$ cat src/rtl/icosoc_dbgdump_uart_pkg.sv
// icosoc_dbgdump_uart_pkg: ASCII constants, hex encoder and formatter states.
// Rev 1.0
`default_nettype none

package icosoc_dbgdump_uart_pkg;

  localparam logic [7:0] CHAR_CR = 8'h0D;
  localparam logic [7:0] CHAR_LF = 8'h0A;

  typedef enum logic [2:0] {
    FMT_IDLE = 3'd0,
    FMT_HI   = 3'd1,
    FMT_LO   = 3'd2,
    FMT_CR   = 3'd3,
    FMT_LF   = 3'd4
  } fmt_state_t;

  // 0-9 -> '0'..'9', A-F -> 'A'..'F'
  function automatic logic [7:0] hex_ascii(input logic [3:0] nib);
    return (nib < 4'd10) ? (8'h30 + {4'h0, nib}) : (8'h37 + {4'h0, nib});
  endfunction

endpackage

`default_nettype wire

$ cat src/rtl/icosoc_dbgdump_uart_if.sv
// icosoc_dbgdump_uart_if: byte-serial dump stream (valid/ready/data).
// Rev 1.0
`default_nettype none

interface icosoc_dbgdump_uart_if;
  logic       in_valid;
  logic       in_ready;
  logic [7:0] in_data;

  modport master (output in_valid, output in_data, input in_ready);
  modport slave  (input in_valid, input in_data, output in_ready);
endinterface

`default_nettype wire

$ cat src/rtl/icosoc_dbgdump_uart_tx8n1.sv
// icosoc_uart_tx8n1: 8N1 LSB-first UART transmitter with registered output.
// Rev 1.0
`default_nettype none

module icosoc_uart_tx8n1 #(
  parameter int CLKDIV = 104
) (
  input  logic       clk,
  input  logic       resetn,
  input  logic       tx_valid,
  output logic       tx_ready,
  input  logic [7:0] tx_data,
  output logic       tx
);

  localparam int            CW        = $clog2(CLKDIV);
  localparam logic [CW-1:0] BAUD_LAST = CW'(CLKDIV - 1);

  logic [CW-1:0] baud_cnt;
  logic [3:0]    bit_cnt;
  logic [9:0]    shift_reg;
  logic          active;
  logic          bit_end;
  logic          frame_end;

  assign bit_end   = (baud_cnt == BAUD_LAST);
  assign frame_end = bit_end && (bit_cnt == 4'd9);
  // Ready during the final stop-bit cycle so the next frame follows seamlessly.
  assign tx_ready  = !active || frame_end;

  always_ff @(posedge clk) begin
    if (!resetn) begin
      active    <= 1'b0;
      baud_cnt  <= '0;
      bit_cnt   <= 4'd0;
      shift_reg <= '1;
      tx        <= 1'b1;
    end else begin
      tx <= active ? shift_reg[0] : 1'b1;
      if (tx_valid && tx_ready) begin
        active    <= 1'b1;
        shift_reg <= {1'b1, tx_data, 1'b0};
        baud_cnt  <= '0;
        bit_cnt   <= 4'd0;
      end else if (active) begin
        if (bit_end) begin
          baud_cnt  <= '0;
          shift_reg <= {1'b1, shift_reg[9:1]};
          bit_cnt   <= bit_cnt + 4'd1;
          if (frame_end) begin
            active <= 1'b0;
          end
        end else begin
          baud_cnt <= baud_cnt + CW'(1);
        end
      end
    end
  end

endmodule

`default_nettype wire

$ cat src/rtl/icosoc_dbgdump_uart.sv
// icosoc_dbgdump_uart: dump bytes -> uppercase hex text with CR LF -> UART TX.
// Rev 1.0
`default_nettype none

module icosoc_dbgdump_uart
  import icosoc_dbgdump_uart_pkg::*;
#(
  parameter int BYTES_PER_LINE = 4,
  parameter int CLKDIV         = 104
) (
  input  logic                 clk,
  input  logic                 resetn,
  input  logic                 start,
  output logic                 dump_en,
  icosoc_dbgdump_uart_if.slave dump,
  output logic                 uart_tx,
  output logic                 busy
);

  localparam logic [7:0] LINE_LAST = 8'(BYTES_PER_LINE - 1);

  fmt_state_t state, state_nxt;
  logic [7:0] data_q;
  logic [7:0] line_cnt, line_nxt;
  logic       run;
  logic [1:0] tail;
  logic       accept;
  logic       tx_valid;
  logic       tx_ready;
  logic [7:0] tx_data;

  assign accept = dump.in_valid && dump.in_ready;
  // tail covers the output register lag and the last stop-bit cycle on the line.
  assign busy   = (state != FMT_IDLE) || !tx_ready || (tail != 2'b00);

  always_comb begin
    state_nxt     = state;
    line_nxt      = line_cnt;
    tx_valid      = 1'b0;
    tx_data       = 8'h00;
    dump.in_ready = 1'b0;
    case (state)
      FMT_IDLE: begin
        dump.in_ready = run && tx_ready;
        if (dump.in_valid && run && tx_ready) state_nxt = FMT_HI;
      end
      FMT_HI: begin
        tx_valid = 1'b1;
        tx_data  = hex_ascii(data_q[7:4]);
        if (tx_ready) state_nxt = FMT_LO;
      end
      FMT_LO: begin
        tx_valid = 1'b1;
        tx_data  = hex_ascii(data_q[3:0]);
        if (tx_ready) begin
          if (line_cnt == LINE_LAST) begin
            line_nxt  = 8'd0;
            state_nxt = FMT_CR;
          end else begin
            line_nxt  = line_cnt + 8'd1;
            state_nxt = FMT_IDLE;
          end
        end
      end
      FMT_CR: begin
        tx_valid = 1'b1;
        tx_data  = CHAR_CR;
        if (tx_ready) state_nxt = FMT_LF;
      end
      FMT_LF: begin
        tx_valid = 1'b1;
        tx_data  = CHAR_LF;
        if (tx_ready) state_nxt = FMT_IDLE;
      end
      default: state_nxt = FMT_IDLE;
    endcase
  end

  always_ff @(posedge clk) begin
    if (!resetn) begin
      state    <= FMT_IDLE;
      line_cnt <= 8'd0;
      data_q   <= 8'd0;
      run      <= 1'b0;
      tail     <= 2'b00;
      dump_en  <= 1'b0;
    end else begin
      state    <= state_nxt;
      line_cnt <= line_nxt;
      run      <= 1'b1;
      tail     <= {tail[0], !tx_ready};
      if (accept) data_q <= dump.in_data;
      if (dump_en) begin
        if (accept) dump_en <= 1'b0;
      end else if (start) begin
        dump_en <= 1'b1;
      end
    end
  end

  icosoc_uart_tx8n1 #(
    .CLKDIV (CLKDIV)
  ) u_tx (
    .clk      (clk),
    .resetn   (resetn),
    .tx_valid (tx_valid),
    .tx_ready (tx_ready),
    .tx_data  (tx_data),
    .tx       (uart_tx)
  );

endmodule

`default_nettype wire
$ cat src/flat_wrapper.sv
// flat-port wrapper written by rule: the top's interface ports become plain ports
module icosoc_dbgdump_uart_flat import icosoc_dbgdump_uart_pkg::*;
#(
  parameter int BYTES_PER_LINE = 4,
  parameter int CLKDIV         = 104
)
  (clk, resetn, start, dump_en, uart_tx, busy, dump_in_valid, dump_in_data, dump_in_ready);
  icosoc_dbgdump_uart_if dump_i ();
  input  logic clk;
  input  logic resetn;
  input  logic start;
  output logic dump_en;
  output logic uart_tx;
  output logic busy;
  input wire logic [$bits(dump_i.in_valid)-1:0] dump_in_valid;
  input wire logic [$bits(dump_i.in_data)-1:0] dump_in_data;
  output wire logic [$bits(dump_i.in_ready)-1:0] dump_in_ready;
  assign dump_i.in_valid = dump_in_valid;
  assign dump_i.in_data = dump_in_data;
  assign dump_in_ready = dump_i.in_ready;
  icosoc_dbgdump_uart #(.BYTES_PER_LINE(BYTES_PER_LINE), .CLKDIV(CLKDIV)) u_core (.clk(clk), .resetn(resetn), .start(start), .dump_en(dump_en), .dump(dump_i), .uart_tx(uart_tx), .busy(busy));
endmodule
$ cat config.mk
export PLATFORM = sky130hd
export DESIGN_NAME = icosoc_dbgdump_uart_flat
export DESIGN_NICKNAME = d
export VERILOG_FILES = /design/src/rtl/icosoc_dbgdump_uart_pkg.sv /design/src/rtl/icosoc_dbgdump_uart_if.sv /design/src/rtl/icosoc_dbgdump_uart_tx8n1.sv /design/src/rtl/icosoc_dbgdump_uart.sv /design/src/flat_wrapper.sv
export SDC_FILE = /design/constraint.sdc
export NUM_CORES = 1
export LEC_CHECK = 0
export BUFFER_PORTS_ARGS = -buffer_cell sky130_fd_sc_hd__buf_4
export CELL_PAD_IN_SITES_DETAIL_PLACEMENT = 1
export CELL_PAD_IN_SITES_GLOBAL_PLACEMENT = 1
export CORE_ASPECT_RATIO = 0.5
export CORE_MARGIN = 10
export CORE_UTILIZATION = 45
export DETAILED_ROUTE_END_ITERATION = 10
export PLACE_DENSITY_LB_ADDON = 0.1
export SLEW_MARGIN = 40
export SYNTH_ARGS = -nofsm -noshare
export SYNTH_HDL_FRONTEND = slang
export SYNTH_SLANG_ARGS = --single-unit
$ cat constraint.sdc
create_clock -name clk -period 2.7 [get_ports clk]
set_input_delay 0.135 -clock clk [delete_from_list [all_inputs] [get_ports clk]]
set_output_delay 0.135 -clock clk [all_outputs]
set_load 0.01 [all_outputs]
==> results.tsv <==
metric	value	unit
cts-root-buf	clkbuf_8	
fin_tns_setup	0	ns
yosysTopAreaCell	dfxtp_1	
r2r-end	u_core.u_tx.shift_reg[4]	
hp-class	in2reg	
syn-num-nets	295	
cp.arrival	2.32	ns
gp_congestion	0.8080	
netlist_area	2256	µm²
end_kind	output port	
pre_cts_ws	0.4102	ns
rrSetupSlack	0.37	ns
finClkSkew	0.006193	ns
min_from	dump_in_data[5]	
finalSetupViolations	0	
ys_seq_elements	45	
powerDensity	743.0	nW/µm²
grt_usage	0.1396	
r2r_cells	5	
outcome	completed	
fillers	614	
coreArea	4887	µm²
rows	18	
critPathRequiredTime	2.57	ns
syn2layout_area_growth	13.31	%
drive_gt1_frac	0.1168	
synth_top_cell_area_share	0.3993	
die_h	70.07	µm
synthFlopType	dfxtp_1	
n_antenna_cell	0	
grt_pass1_wl	9.825	mm
cts_tree	built	
clkLatencyLatePin	0.31	ns
place_hpwl	4.203	mm
fin_crit_sh	0.9098	
fin_crit	2.456	ns
maxCapViolCount	0	
crit_fanout	10	
worstMarginPinSlew	0.4689	ns
holdBufCountCts	0	
grt_max_degree	34	
antenna_found_initial	0	
cts_setup_buffers	0	
hold_path_end	u_core.data_q[5]	
r2r_start	u_core.u_tx.baud_cnt[3]	
post_synth.cell_area_avg	8.144	µm²
grt_pass1_vias	2008	
firstDrtPassIters	4	
syn_inst	277	
synthArstFlopShare	0	
ctsResizeCount	0	
slew_violations	0	
cts.clk_slew.worst_paths	0.08	ns
drc	0	
vias	2013	
rsz0062_at_grt	false	
largest_reg_flops	9	
synth_area_leaders	dfxtp_1 40%, nor2_1 5.8%, o21ai_0 4.7%	
cts.path.max_buffers	2	
synth_edf_count	0	
crit_path_start_kind	register	
routed_via_density	5.576	
p_leak	0.8951	nW
nets	308	
hold_violations	0	
wl_per_cell	15.90	µm
placed_area	2436	µm²
min_path_cells	3	
layout_setup_ws	0.2436	ns
grt.overflow.total	0	
ys_types	48	
ant_nets	0	
ir_drop	0.2835	mV
fin_area	2556	µm²
crit_type	reg2out	
cts_buffers	5	
final_cell_mix	45 x dfxtp_1, 35 x nor2_1, 25 x nand2_1, 21 x o21ai_0, 19 x buf_4	
io_pins	16	
ys_seq_area_frac	0.3993	
synth_warnings	0	
cts_sinks	45	
die-area	8417	µm²
max_freq	0.4071	GHz
start_util	0.4616	
htree_levels	2	
routed_wl	5.739	mm
portBuffers	15	
max_slew_margin	0.6841	
die_x	120.1	µm
drt_iter0_markers	87	
layout_commonest_cell	dfxtp_1	
## worst max-delay path by stage
stage | to | from | slack, ns | cells past startpoint
after floorplan | u_core.u_tx.shift_reg[4] | u_core.u_tx.baud_cnt[3] | 0.60 | 6
after global placement | u_core.u_tx.shift_reg[4] | u_core.u_tx.baud_cnt[3] | 0.46 | 5
after detailed placement | u_core.u_tx.shift_reg[4] | u_core.u_tx.baud_cnt[3] | 0.41 | 5
after CTS | busy | u_core.u_tx.baud_cnt[3] | 0.24 | 4
after global routing | busy | u_core.u_tx.baud_cnt[3] | 0.15 | 4
final | busy | u_core.u_tx.baud_cnt[3] | 0.24 | 4
## worst max-delay path: stages (launching register included)
cell and delay (ns):
dfxtp_1 0.35, or3b_1 0.52, o31a_1 0.48, or4_1 0.51, buf_4 0.16
## report_power, final
group	internal (mW)	switching, mW
Clock	0.301	0.239
Combinational	0.215	0.309
Sequential	0.745	0.0911
Total	1.26	0.639
## final cells by class
type / instances / area (µm²) / area share
clock buffers: 6 / 82.58 / 0.03231
clock inverters: 2 / 37.54 / 0.01468
inverters: 7 / 26.28 / 0.01028
multi-input cells: 212 / 1279 / 0.5002
flip-flops and latches: 45 / 900.9 / 0.3524
well taps: 70 / 87.58 / 0.03426
repair buffers: 19 / 142.6 / 0.05580
## stage by stage
step                      instances  hold WS, ns  total power, mW    util
final                           361      0.08427            1.899  0.5230
after global routing            361      0.07874            2.025  0.5230
after CTS                       361      0.07880            1.914  0.5230
after detailed placement        353       0.4064            1.368  0.4985
after global placement          353       0.3897            1.347  0.4985
after floorplan                 277       0.1627            1.189       -
## routing by layer
| metal | part of all wire | track usage | up-vias |
|---|---|---|---|
| met1 | 0.52 | 0.1877 | 971 |
| met2 | 0.44 | 0.2130 | 24 |
| li1 | - | - | 1013 |
| met3 | 0.028 | 0.03769 | 5 |
| met5 | 0 | 0 | - |
| met4 | 0.0085 | 0.03989 | 0 |
## cells in the mapped netlist (3+ instances only)
cell,instances
clkbuf_1,12
ha_1,6
nor2_1,35
or4_1,3
nand3b_1,3
dfxtp_1,45
and2_1,3
nand2_1,25
a21oi_1,17
inv_1,7
nand2b_1,6
xnor2_1,9
o21ai_0,21
nand4_1,6
nand3_1,15
nor4b_1,5
nor3_1,10
o311ai_0,3
xor2_1,6
nor2b_1,4
## kinds of logic after synthesis
kind of cell / share of synthesized area
xor+xnor: 0.05824
buf+inv: 0.03383
simple gates: 0.2884
flops: 0.3993
compound gates: 0.1780
fa+ha+maj: 0.03328
mux: 0.008874
(Power assumes the default switching activity.)
